--- src/rtl/fq_release_buffer_pkg.sv ---
// Shared timestamp definitions for the flow-queue release buffer.
// The due and order tests treat timestamps as points on a wrapping circle.
package fq_release_buffer_pkg;

   localparam int TS_WIDTH = 10;

   typedef logic [TS_WIDTH-1:0] ts_t;

   // A timestamp is due when it lies in the half-circle at or behind 'now'.
   function automatic logic ts_due(input ts_t now, input ts_t ts);
      ts_t diff;
      diff = now - ts;
      return !diff[TS_WIDTH-1];
   endfunction

   // Strictly older: a is behind b on the circle and not equal to b.
   function automatic logic ts_older(input ts_t a, input ts_t b);
      return (a != b) && ts_due(b, a);
   endfunction

endpackage

--- src/rtl/fq_release_buffer_if.sv ---
// Ingress and egress valid/ready streams of the release buffer.
interface fq_release_buffer_if #(
   parameter int DATA_WIDTH = 36,
   parameter int TS_WIDTH   = fq_release_buffer_pkg::TS_WIDTH
);
   logic                  in_valid;
   logic                  in_ready;
   logic [DATA_WIDTH-1:0] in_data;
   logic [TS_WIDTH-1:0]   in_timestamp;
   logic                  out_valid;
   logic                  out_ready;
   logic [DATA_WIDTH-1:0] out_data;
   logic [TS_WIDTH-1:0]   out_timestamp;

   modport slave (
      input  in_valid, in_data, in_timestamp, out_ready,
      output in_ready, out_valid, out_data, out_timestamp
   );

   modport master (
      output in_valid, in_data, in_timestamp, out_ready,
      input  in_ready, out_valid, out_data, out_timestamp
   );
endinterface

--- src/rtl/fq_ts_fifo.sv ---
// Arrival-order storage for {payload, timestamp} entries.
// Pointers carry one extra wrap bit so full and empty are distinguishable.
module fq_ts_fifo #(
   parameter int WIDTH = 46,
   parameter int DEPTH = 4,
   localparam int AW   = $clog2(DEPTH),
   localparam int CW   = AW + 1
) (
   input  logic             clock,
   input  logic             reset_n,
   input  logic             push_i,
   input  logic [WIDTH-1:0] push_data_i,
   input  logic             pop_i,
   output logic [WIDTH-1:0] head_o,
   output logic             full_o,
   output logic             empty_o,
   output logic [CW-1:0]    count_o
);
   logic [WIDTH-1:0] mem_q [DEPTH];
   logic [CW-1:0]    wr_ptr_q, wr_ptr_d;
   logic [CW-1:0]    rd_ptr_q, rd_ptr_d;
   logic [CW-1:0]    count_q, count_d;
   logic             do_push, do_pop;

   assign full_o  = (wr_ptr_q[AW] != rd_ptr_q[AW]) &&
                    (wr_ptr_q[AW-1:0] == rd_ptr_q[AW-1:0]);
   assign empty_o = (wr_ptr_q == rd_ptr_q);
   assign do_push = push_i && !full_o;
   assign do_pop  = pop_i && !empty_o;
   assign head_o  = mem_q[rd_ptr_q[AW-1:0]];
   assign count_o = count_q;

   always_comb begin
      wr_ptr_d = wr_ptr_q + CW'(do_push);
      rd_ptr_d = rd_ptr_q + CW'(do_pop);
      count_d  = count_q + CW'(do_push) - CW'(do_pop);
   end

   always_ff @(posedge clock or negedge reset_n) begin
      if (!reset_n) begin
         wr_ptr_q <= '0;
         rd_ptr_q <= '0;
         count_q  <= '0;
      end else begin
         wr_ptr_q <= wr_ptr_d;
         rd_ptr_q <= rd_ptr_d;
         count_q  <= count_d;
      end
   end

   // Storage is not reset; entries are only visible between the pointers.
   always_ff @(posedge clock) begin
      if (do_push) mem_q[wr_ptr_q[AW-1:0]] <= push_data_i;
   end

endmodule

--- src/rtl/fq_release_buffer.sv ---
// Holds timestamped flits in arrival order and releases each one only
// once sim_time has reached its departure timestamp.
module fq_release_buffer
   import fq_release_buffer_pkg::*;
#(
   parameter int DATA_WIDTH = 36,
   parameter int DEPTH      = 4,
   localparam int CW        = $clog2(DEPTH) + 1
) (
   input  logic                 clock,
   input  logic                 reset_n,
   input  ts_t                  sim_time,
   fq_release_buffer_if.slave   bus,
   output logic [CW-1:0]        count,
   output logic                 order_err
);
   localparam int EW = DATA_WIDTH + TS_WIDTH;

   localparam logic [1:0] S_IDLE = 2'd0;
   localparam logic [1:0] S_WAIT = 2'd1;
   localparam logic [1:0] S_HOLD = 2'd2;

   logic [1:0]            state_q, state_d;
   logic [DATA_WIDTH-1:0] out_data_q, out_data_d;
   ts_t                   out_ts_q, out_ts_d;
   ts_t                   last_in_ts_q, last_in_ts_d;
   logic                  order_err_q, order_err_d;

   logic [EW-1:0]         head;
   logic [DATA_WIDTH-1:0] head_data;
   ts_t                   head_ts;
   logic                  fifo_full, fifo_empty;
   logic [CW-1:0]         fifo_count;
   logic                  push, load, handshake, out_valid;

   fq_ts_fifo #(
      .WIDTH (EW),
      .DEPTH (DEPTH)
   ) u_fifo (
      .clock       (clock),
      .reset_n     (reset_n),
      .push_i      (push),
      .push_data_i ({bus.in_data, bus.in_timestamp}),
      .pop_i       (load),
      .head_o      (head),
      .full_o      (fifo_full),
      .empty_o     (fifo_empty),
      .count_o     (fifo_count)
   );

   assign {head_data, head_ts} = head;

   // in_ready looks only at the stored count; a same-cycle release never frees a slot.
   assign push      = bus.in_valid && !fifo_full;
   assign out_valid = (state_q == S_HOLD);
   assign handshake = out_valid && bus.out_ready;
   assign load      = !fifo_empty && ts_due(sim_time, head_ts) &&
                      (!out_valid || bus.out_ready);

   always_comb begin
      state_d = state_q;
      case (state_q)
         S_IDLE:  state_d = push ? S_WAIT : S_IDLE;
         S_WAIT:  state_d = load ? S_HOLD : S_WAIT;
         S_HOLD: begin
            if (load)           state_d = S_HOLD;
            else if (handshake) state_d = (fifo_empty && !push) ? S_IDLE : S_WAIT;
         end
         default: state_d = S_IDLE;
      endcase
   end

   always_comb begin
      out_data_d   = load ? head_data : out_data_q;
      out_ts_d     = load ? head_ts   : out_ts_q;
      last_in_ts_d = push ? bus.in_timestamp : last_in_ts_q;
      order_err_d  = order_err_q ||
                     (push && ts_older(bus.in_timestamp, last_in_ts_q));
   end

   always_ff @(posedge clock or negedge reset_n) begin
      if (!reset_n) begin
         state_q      <= S_IDLE;
         out_data_q   <= '0;
         out_ts_q     <= '0;
         last_in_ts_q <= '0;
         order_err_q  <= 1'b0;
      end else begin
         state_q      <= state_d;
         out_data_q   <= out_data_d;
         out_ts_q     <= out_ts_d;
         last_in_ts_q <= last_in_ts_d;
         order_err_q  <= order_err_d;
      end
   end

   assign bus.in_ready      = !fifo_full;
   assign bus.out_valid     = out_valid;
   assign bus.out_data      = out_data_q;
   assign bus.out_timestamp = out_ts_q;
   assign count             = fifo_count;
   assign order_err         = order_err_q;

endmodule
--- src/flat_wrapper.sv ---
// flat-port wrapper written by rule: the top's interface ports become plain ports
module fq_release_buffer_flat import fq_release_buffer_pkg::*;
#(
   parameter int DATA_WIDTH = 36,
   parameter int DEPTH      = 4,
   localparam int CW        = $clog2(DEPTH) + 1
)
  (clock, reset_n, sim_time, count, order_err, bus_in_valid, bus_in_data, bus_in_timestamp, bus_out_ready, bus_in_ready, bus_out_valid, bus_out_data, bus_out_timestamp);
  fq_release_buffer_if #(.DATA_WIDTH(DATA_WIDTH)) bus_i ();
  input  logic clock;
  input  logic reset_n;
  input  ts_t sim_time;
  output logic [CW-1:0] count;
  output logic order_err;
  input wire logic [$bits(bus_i.in_valid)-1:0] bus_in_valid;
  input wire logic [$bits(bus_i.in_data)-1:0] bus_in_data;
  input wire logic [$bits(bus_i.in_timestamp)-1:0] bus_in_timestamp;
  input wire logic [$bits(bus_i.out_ready)-1:0] bus_out_ready;
  output wire logic [$bits(bus_i.in_ready)-1:0] bus_in_ready;
  output wire logic [$bits(bus_i.out_valid)-1:0] bus_out_valid;
  output wire logic [$bits(bus_i.out_data)-1:0] bus_out_data;
  output wire logic [$bits(bus_i.out_timestamp)-1:0] bus_out_timestamp;
  assign bus_i.in_valid = bus_in_valid;
  assign bus_i.in_data = bus_in_data;
  assign bus_i.in_timestamp = bus_in_timestamp;
  assign bus_i.out_ready = bus_out_ready;
  assign bus_in_ready = bus_i.in_ready;
  assign bus_out_valid = bus_i.out_valid;
  assign bus_out_data = bus_i.out_data;
  assign bus_out_timestamp = bus_i.out_timestamp;
  fq_release_buffer #(.DATA_WIDTH(DATA_WIDTH), .DEPTH(DEPTH)) u_core (.clock(clock), .reset_n(reset_n), .sim_time(sim_time), .bus(bus_i), .count(count), .order_err(order_err));
endmodule
--- config.mk ---
export PLATFORM = sky130hd
export DESIGN_NAME = fq_release_buffer_flat
export DESIGN_NICKNAME = d
export VERILOG_FILES = /design/src/rtl/fq_release_buffer_pkg.sv /design/src/rtl/fq_release_buffer_if.sv /design/src/rtl/fq_ts_fifo.sv /design/src/rtl/fq_release_buffer.sv /design/src/flat_wrapper.sv
export SDC_FILE = /design/constraint.sdc
export NUM_CORES = 1
export LEC_CHECK = 0
export CAP_MARGIN = 15
export CORE_MARGIN = 1
export CORE_UTILIZATION = 56
export CTS_BUF_LIST = sky130_fd_sc_hd__clkbuf_16
export CTS_CLUSTER_DIAMETER = 60
export DETAILED_ROUTE_END_ITERATION = 10
export GPL_ROUTABILITY_DRIVEN = 0
export PLACE_DENSITY = 0.85
export SETUP_SLACK_MARGIN = 0.05
export SYNTH_ARGS = -nofsm -noshare
export SYNTH_HDL_FRONTEND = slang
export SYNTH_SLANG_ARGS = --single-unit
--- constraint.sdc ---
create_clock -name clock -period 7.36 [get_ports clock]
set_clock_uncertainty 0.1 [all_clocks]
set_input_delay 1.84 -clock clock [delete_from_list [all_inputs] [get_ports clock]]
set_output_delay 1.84 -clock clock [all_outputs]
set_load 0.01 [all_outputs]
==> impl_metrics.tcl, run 1 <==
set metrics [dict create \
    final_nets 710 \
    setup_ws_ns 2.37 \
    synth_nets 580 \
    hold_ws_ns 0.389 \
    routed_via_density 5.68 \
    final_max_slew_viol_count 0 \
    wire_per_inst_um 21.4 \
    synth-seq-cells 252 \
    path_cells "mux4_2 -> inv_1 -> ha_1 -> a211oi_1 -> o21a_1 -> nor3_1 -> nor4_1 -> o21ai_1 -> o21ai_4 -> buf_4 -> xnor2_1 -> ha_1 -> fa_1 -> xnor2_1" \
    firstDrtPassIters 4 \
    avgSynthCellArea_sq_um 20.0 \
    setup_viol 0 \
    areaGrowthSynthToFinish_pct 22.8 \
    p_per_area_nw_per_um2 472 \
    ctsHoldBuffers 0 \
    port_buffers 111 \
    dpl.hpwl_um 11200 \
    overflow 0 \
    cts_tree "done" \
    min_period_ns 4.99 \
    yosysWarnings 0 \
    r2r_end "u_core.u_fifo.count_o[2]$_DFF_PN0_" \
    slew_headroom_pct 33.7 \
    leakage_nw 4.54 \
    path_clk_slew_ns 0.06 \
    clk_path_buf_depth 3 \
    tns_ns 0 \
    cts_buffers 26 \
    synth_cell_types 44 \
    worst_slew_pin_slew_ns 0.995 \
    path_max_fanout 49 \
    status "finished clean" \
    grtUsageTotal_pct 21.6 \
    vias 4963 \
    cp-endpoint "u_core.u_fifo.count_o[2]$_DFF_PN0_" \
    initial_core_util_pct 57.4 \
    synth_area_sq_um 9960 \
    drt_iter0_drc 294 \
    cts_resized 0 \
    htree_levels 1 \
    cp_slowest_stage_delay_ns 1.08 \
    fin_crit_sh_pct 67.8 \
    ioPinCount 112 \
    cts_sinks 252 \
    antenna_found_initial 0 \
    grt_pass1_vias 5395 \
    row_count 48 \
    rsz0062_at_grt "no" \
    crit_slowest_cell "dfrtp_4" \
    drc 0 \
    grt_max_degree 69 \
    routed_wl_um 18700 \
    grt_pass1_wl_um 29500 \
    final_util_pct 70.5 \
    synth-async-reset-ratio_pct 27.0 \
    path_class "flip-flop to flip-flop" \
    end_kind "flip-flop" \
    reg2regPathDepth 14 \
    die_h_um 135 \
    dieArea_sq_um 18300 \
    ant_nets 0 \
    start_kind "flip-flop" \
    clkLatencyLatePin_ns 0.52 \
    crit_arrival_ns 5.29 \
    max-vdd-ir-drop_mv 0.306 \
    cp_data_required_time_ns 7.66 \
    synthFlopType "edfxtp_1" \
    cap_violations 0 \
    r2r_setup_slack_ns 2.37 \
    drive_above_1_share_pct 22.2 \
    min_path_type "flip-flop to flip-flop" \
    post_cts_buffers 0 \
    syn_inst 498 \
    r2r-start "u_core.u_fifo.rd_ptr_q[0]$_DFF_PN0_" \
    core_area_sq_um 17400 \
    antenna_cells 0 \
    startpoint "u_core.u_fifo.rd_ptr_q[0]$_DFF_PN0_" \
    chipWidth_um 135 \
    synth_edf_count 184 \
    root_buffer "clkbuf_16" \
    ys_seq_area_share_pct 72.6 \
    dp_slack_ns 1.93 \
    hold_viol_final 0 \
    max_freq_mhz 200 \
]
[flip-flops by register name, indices dropped and copies added (netlist names)]
register	cells
u_core.u_fifo.count_o	3
u_core.last_in_ts_q	10
u_core.state_q	2
u_core.u_fifo.rd_ptr_q	3
u_core.bus.out_data	36
u_core.u_fifo.wr_ptr_q	3
u_core.u_fifo.mem_q	184
u_core.order_err	1
u_core.bus.out_timestamp	10
[layout make-up]
class	instances	area [sq um]
Sequential cell	252	7230
Clock buffer	27	676
Multi-Input combinational cell	205	2550
Timing Repair Buffer	120	1180
Fill cell	1014	5130
Clock inverter	21	224
Inverter	23	86.3
Tap cell	225	282
[placed cells by master, fill, tap and decap left out, types with 4 or more instances in the layout]
cell / instances
ha_1: 21
clkinv_2: 4
xnor2_1: 4
dfrtp_1: 66
buf_4: 10
nand2_1: 22
edfxtp_1: 184
bufinv_16: 5
mux2_4: 40
xor2_1: 6
o21ai_0: 13
inv_1: 27
a21oi_1: 6
clkdlybuf4s50_1: 110
mux2_1: 5
mux4_2: 46
nand3_1: 4
nor2_1: 5
clkinv_1: 6
clkbuf_16: 27
[kinds of logic after synthesis]
| kind of cell | Yosys count | synth area share, % |
|---|---|---|
| mux | 92 | 17.1 |
| fa+ha+maj | 22 | 2.84 |
| flops | 252 | 72.6 |
| simple gates | 49 | 2.41 |
| xor+xnor | 10 | 0.879 |
| compound gates | 32 | 2.22 |
| buf+inv | 41 | 2.00 |
[worst min path at each step]
stage                                        startpoint                                   to  slack, ns  cells past startpoint
finish                       u_core.order_err$_DFF_PN0_           u_core.order_err$_DFF_PN0_       0.39                      1
global placement     u_core.last_in_ts_q[4]$_DFFE_PN0P_   u_core.last_in_ts_q[4]$_DFFE_PN0P_       0.37                      2
CTS                          u_core.order_err$_DFF_PN0_           u_core.order_err$_DFF_PN0_       0.39                      1
global route        u_core.bus.out_data[31]$_DFFE_PN0N_  u_core.bus.out_data[31]$_DFFE_PN0N_       0.41                      1
floorplan            u_core.last_in_ts_q[1]$_DFFE_PN0P_   u_core.last_in_ts_q[1]$_DFFE_PN0P_       0.35                      2
detailed placement           u_core.order_err$_DFF_PN0_           u_core.order_err$_DFF_PN0_       0.37                      1
[cells in the mapped netlist, drive strengths merged, types with 2 or more instances]
| cell type | number | area (sq um) |
|---|---|---|
| edfxtp | 184 | 5530 |
| inv | 23 | 86.3 |
| and2 | 2 | 12.5 |
| nor3 | 2 | 10.0 |
| nor2b | 2 | 12.5 |
| ha | 21 | 263 |
| nor2 | 6 | 22.5 |
| clkbuf | 11 | 41.3 |
| mux2 | 45 | 657 |
| buf | 7 | 71.3 |
| or2 | 2 | 15.0 |
| dfrtp | 68 | 1700 |
| mux4 | 46 | 1040 |
| a21oi | 6 | 30.0 |
| nand3 | 4 | 20.0 |
| xnor2 | 4 | 35.0 |
| xor2 | 6 | 52.6 |
| o21ai | 16 | 91.3 |
| nand2 | 22 | 82.6 |
| nand2b | 2 | 12.5 |
[metrics by stage]
| stage | instance area (sq um) | power (mW) | instances |
|---|---|---|---|
| finish | 12200 | 5.78 | 873 |
| detailed placement | 11300 | 4.45 | 825 |
| global placement | 11300 | 4.34 | 825 |
| floorplan | 9960 | 3.77 | 498 |
| global route | 12200 | 6.06 | 873 |
| CTS | 12200 | 5.83 | 873 |
[routing by layer]
layer / global-route usage, % / vias to the layer above / share of wire [%]
met5: 0 / - / 0
met4: 6.74 / 0 / 2.5
met3: 3.67 / 43 / 4.4
met2: 39.3 / 144 / 54
met1: 26.4 / 2562 / 39
li1: - / 2214 / -
[where the power goes]
part | internal, mW | leakage (nW) | switching, mW
registers | 2.00 | 2.48 | 0.290
clock network | 0.838 | 0.454 | 0.521
logic | 1.20 | 1.61 | 0.926
[critical path, delay by kind of cell, from the launching register on]
family	cells	cell delay (ns)
and+or+nand+nor	2	0.62
DFF	1	1.08
AOI/OAI and AO/OA	4	0.78
xor gates and xnor gates	2	0.26
muxes	1	0.64
buffers and inverters	2	0.50
adders and majority gates	3	0.85
No activity file was read; power rests on OpenSTA's default activity.
==> run 2: changes to the inputs <==
==> constraint.sdc (replaced) <==
create_clock -name clock -period 4.6 [get_ports clock]
set_clock_uncertainty 0.1 [all_clocks]
set_input_delay 1.15 -clock clock [delete_from_list [all_inputs] [get_ports clock]]
set_output_delay 1.15 -clock clock [all_outputs]
set_load 0.01 [all_outputs]
==> impl_metrics.tcl, run 2 (synthesis results as in run 1) <==
set metrics [dict create \
    final_nets 714 \
    rsz0062_at_grt "no" \
    path_buf_inv 2 \
    cp_common_cell "ha_1" \
    met1Wirelength_um 7620 \
    max-vdd-ir-drop_mv 0.723 \
    path_cells "mux4_2 -> inv_1 -> ha_1 -> a211oi_1 -> o21a_1 -> nor3_1 -> o31a_1 -> or2_4 -> o21ai_4 -> buf_12 -> and2_1 -> ha_1 -> xor2_1" \
    fin_cells 876 \
    cts_tree "done" \
    min_path_type "flip-flop to flip-flop" \
    drt_iter0_drc 312 \
    drc 0 \
    p_total_mw 9.09 \
    final_max_slew_viol_count 0 \
    startpoint "u_core.u_fifo.rd_ptr_q[0]$_DFF_PN0_" \
    cts_sinks 252 \
    chipWidth_um 135 \
    min_from "u_core.last_in_ts_q[8]$_DFFE_PN0P_" \
    post_cts_buffers 0 \
    wire_per_inst_um 21.7 \
    grt_max_degree 69 \
    final_util_pct 70.2 \
    firstDrtPassIters 4 \
    grtUsageTotal_pct 22.2 \
    reg2regPathDepth 13 \
    cap_violations 0 \
    dp_slack_ns 0.364 \
    cts_resized 0 \
    row_count 48 \
    max_freq_mhz 250 \
    largest_reg_flops 184 \
    routed_wl_um 19000 \
    end_kind "flip-flop" \
    path_clk_slew_ns 0.06 \
    grt_pass1_wl_um 30200 \
    root_buffer "clkbuf_16" \
    fin_crit_sh_pct 86.9 \
    routed_via_density 5.63 \
    drive_above_1_share_pct 22.9 \
    layout_common_cells "edfxtp_1, clkdlybuf4s50_1, dfrtp_1" \
    dieArea_sq_um 18300 \
    leakage_nw 4.53 \
    p_per_area_nw_per_um2 747 \
    status "finished clean" \
    min_to "u_core.last_in_ts_q[8]$_DFFE_PN0P_" \
    whs_path_depth 2 \
    r2r_setup_slack_ns 0.60 \
    critPathTopFamily "compound AO/OA/AOI/OAI gates" \
    core_area_sq_um 17400 \
    final_common_cell "edfxtp_1" \
    ctsHoldBuffers 0 \
    slew_headroom_pct 37.5 \
    cp_data_required_time_ns 4.94 \
    wl_met3_um 855 \
    min_period_ns 4.00 \
    hold_ws_ns 0.388 \
    vias 4930 \
    htree_levels 1 \
    areaGrowthSynthToFinish_pct 22.2 \
    ant_nets 0 \
    setup_viol 0 \
    path_max_fanout 41 \
    cp_slowest_stage_delay_ns 0.67 \
    cts_buffers 25 \
    path_class "flip-flop to flip-flop" \
    port_buffers 111 \
    hold_viol_final 0 \
    start_kind "flip-flop" \
    ioPinCount 112 \
    worst_slew_pin_slew_ns 0.937 \
    crit_arrival_ns 4.34 \
    tns_ns 0 \
    die_h_um 135 \
    grt_pass1_vias 5605 \
    antenna_found_initial 0 \
    fillers 1037 \
    design_area_sq_um 12200 \
    wl_met2_um 10100 \
    dpl.hpwl_um 11800 \
    clk_path_buf_depth 3 \
    antenna_cells 0 \
    r2r-start "u_core.u_fifo.rd_ptr_q[0]$_DFF_PN0_" \
    top_layer "met4" \
    dpl-instance-area_sq_um 11400 \
    initial_core_util_pct 57.4 \
    clkLatencyLatePin_ns 0.52 \
    r2r_end "u_core.u_fifo.rd_ptr_q[2]$_DFF_PN0_" \
    dp.cells 830 \
    setup_ws_ns 0.600 \
    overflow 0 \
    crit_slowest_cell "dfrtp_4" \
]
==> run 2: cell count changes in the layout (fill, tap and decap cells not counted), sizes merged <==
cell	change
inv	+1
buf	+5
bufinv	-3
clkbuf	-2
clkinv	+2
==> run 2: worst min-delay path, cell delays in order (launching register included) <==
cell	delay (ns)
dfrtp_1	0.35
nand2_1	0.05
o21ai_0	0.06
==> run 2: layout make-up <==
type	count	area, sq um	area share [%]
well taps	225	282	2.31
inverters	23	86.3	0.709
clock inverters	21	159	1.30
multi-input cells	205	2570	21.1
flip-flops and latches	252	7230	59.4
repair buffers	125	1230	10.1
clock buffers	25	626	5.14
==> run 2: worst max-delay path by stage <==
| stage | end | slack [ns] | depth (start not counted) |
|---|---|---|---|
| 2_1_floorplan | u_core.u_fifo.count_o[2]$_DFF_PN0_ | 0.15 | 16 |
| 3_3_place_gp | u_core.u_fifo.count_o[2]$_DFF_PN0_ | 0.44 | 12 |
| 6_report | u_core.u_fifo.rd_ptr_q[2]$_DFF_PN0_ | 0.60 | 13 |
| 3_5_place_dp | u_core.u_fifo.count_o[2]$_DFF_PN0_ | 0.36 | 12 |
| 5_1_grt | u_core.u_fifo.rd_ptr_q[2]$_DFF_PN0_ | 0.35 | 13 |
| 4_1_cts | u_core.u_fifo.rd_ptr_q[2]$_DFF_PN0_ | 0.61 | 13 |
==> run 2: power breakdown <==
| part | switching, mW | total [mW] | internal [mW] |
|---|---|---|---|
| combinational | 1.58 | 3.57 | 1.99 |
| sequential | 0.387 | 3.59 | 3.20 |
| clock | 0.829 | 1.94 | 1.11 |
| total | 2.80 | 9.09 | 6.30 |
==> run 2: layer usage <==
metal / global-route usage (%) / vias up
li1: - / 2209
met3: 3.63 / 34
met4: 8.30 / 0
met1: 27.6 / 2548
met2: 39.4 / 139
met5: 0 / -
==> run 3: changes to the inputs <==
--- a/config.mk
+++ b/config.mk
@@ -6,6 +6,7 @@
 export NUM_CORES = 1
 export LEC_CHECK = 0
 export CAP_MARGIN = 15
+export CORE_ASPECT_RATIO = 1.25
 export CORE_MARGIN = 1
 export CORE_UTILIZATION = 56
 export CTS_BUF_LIST = sky130_fd_sc_hd__clkbuf_16
==> impl_metrics.tcl, run 3 (synthesis results as in run 1) <==
set metrics [dict create \
    rsz0062_at_grt "no" \
    fillers 1112 \
    clockPowerShare_pct 21.2 \
    path_cells "buf_4 -> xnor2_1 -> nand3_1 -> clkdlybuf4s50_1" \
    seqCellArea_sq_um 7230 \
    end_kind "output port" \
    grt_pass1_wl_um 28400 \
    status "finished clean" \
    clkLatencyLatePin_ns 0.50 \
    max-vdd-ir-drop_mv 0.410 \
    path_buf_inv 2 \
    cts_sinks 252 \
    p_total_mw 9.01 \
    power_frac_comb_pct 39.1 \
    worst_slew_pin_slew_ns 0.924 \
    p_int_mw 6.30 \
    vias 4951 \
    leakage_nw 4.49 \
    min_from "u_core.last_in_ts_q[4]$_DFFE_PN0P_" \
    switchingPower_mw 2.71 \
    switching_share_pct 30.1 \
    ant_nets 0 \
    startpoint "u_core.u_fifo.rd_ptr_q[0]$_DFF_PN0_" \
    antenna_found_initial 0 \
    final_common_cell "edfxtp_1" \
    wire_per_inst_um 21.3 \
    cts_tree "done" \
    die_h_um 151 \
    row_count 54 \
    largest_reg_flops 184 \
    fin_crit_sh_pct 86.1 \
    post_cts_buffers 0 \
    core_area_sq_um 17400 \
    critPathTopFamily "buffers and inverters" \
    path_class "flip-flop to output port" \
    drt_iter0_drc 271 \
    final_max_slew_viol_count 0 \
    layout_common_cells "edfxtp_1, clkdlybuf4s50_1, dfrtp_1" \
    p_per_area_nw_per_um2 743 \
    routed_wl_um 18400 \
    root_buffer "clkbuf_16" \
    crit_slowest_cell "buf_4" \
    path_max_fanout 37 \
    grtUsageTotal_pct 20.7 \
    max_freq_mhz 252 \
    drc 0 \
    cp_data_required_time_ns 3.35 \
    cts_resized 0 \
    grt_max_degree 69 \
    multiInputGateArea_sq_um 2570 \
    cp_slowest_stage_delay_ns 0.63 \
    tns_ns 0 \
    grt_pass1_vias 5310 \
    final_util_pct 69.6 \
    areaGrowthSynthToFinish_pct 21.7 \
    ctsHoldBuffers 0 \
    min_period_ns 3.96 \
    antenna_cells 0 \
    cap_violations 0 \
    htree_levels 1 \
    r2r-start "u_core.u_fifo.rd_ptr_q[1]$_DFF_PN0_" \
    ioPinCount 112 \
    overflow 0 \
    port_buffers 111 \
    initial_core_util_pct 57.1 \
    pwr-share-seq_pct 39.7 \
    start_kind "flip-flop" \
    min_path_type "flip-flop to flip-flop" \
    hold_viol_final 0 \
    drive_above_1_share_pct 21.6 \
    chipWidth_um 121 \
    final_nets 709 \
    slew_headroom_pct 38.4 \
    crit_arrival_ns 2.71 \
    dpl.hpwl_um 11300 \
    hold_ws_ns 0.395 \
    routed_via_density 5.71 \
    setup_viol 0 \
    dieArea_sq_um 18300 \
    cts_buffers 23 \
    path_clk_slew_ns 0.06 \
    clk_path_buf_depth 3 \
    firstDrtPassIters 5 \
]
## run 3: layout make-up
type | count | area share (%)
Tap cell | 224 | 2.31
Sequential cell | 252 | 59.6
Clock inverter | 18 | 1.51
Inverter | 23 | 0.712
Multi-Input combinational cell | 205 | 21.2
Timing Repair Buffer | 122 | 9.93
Clock buffer | 23 | 4.75
## run 3: tightest hold or removal path, stage by stage, from the launching register on
cell	delay, ns
dfrtp_1	0.35
nand2_1	0.05
o21ai_0	0.07
## run 3: metrics by stage
step | setup slack (ns) | instances | instance area [sq um]
after floorplan | 0.152 | 498 | 9970
after global placement | 0.455 | 826 | 11400
after detailed placement | 0.367 | 826 | 11400
after CTS | 0.537 | 867 | 12100
after global routing | 0.423 | 867 | 12100
final | 0.639 | 867 | 12100
## run 3: final timing paths
check	end	slack [ns]	depth (start not counted)
min	u_core.last_in_ts_q[4]$_DFFE_PN0P_	0.40	2
min reg2reg	u_core.last_in_ts_q[4]$_DFFE_PN0P_	0.40	2
max	bus_in_ready	0.64	4
min in group asynchronous	u_core.bus.out_data[9]$_DFFE_PN0N_	0.68	1
max in group asynchronous	u_core.u_fifo.rd_ptr_q[0]$_DFF_PN0_	3.03	1
max reg2reg	u_core.u_fifo.count_o[2]$_DFF_PN0_	0.73	13
## run 3: layer usage
| layer | vias to the layer above | wire length (um) | global-route usage [%] |
|---|---|---|---|
| li1 | 2200 | - | - |
| met1 | 2586 | 7320 | 25.9 |
| met2 | 149 | 10000 | 38.0 |
| met3 | 16 | 836 | 2.45 |
| met4 | 0 | 258 | 5.93 |
| met5 | - | 0 | 0 |
## run 3: power by group through the flow
| stage | Clock, mW | Combinational [mW] | Sequential [mW] |
|---|---|---|---|
| 3_5_place_dp | 0 | 3.56 | 3.61 |
| 2_1_floorplan | 0 | 2.46 | 3.57 |
| 3_3_place_gp | 0 | 3.43 | 3.57 |
| 4_1_cts | 1.94 | 3.58 | 3.58 |
| 5_1_grt | 2.04 | 3.80 | 3.63 |
| 6_report | 1.91 | 3.53 | 3.57 |
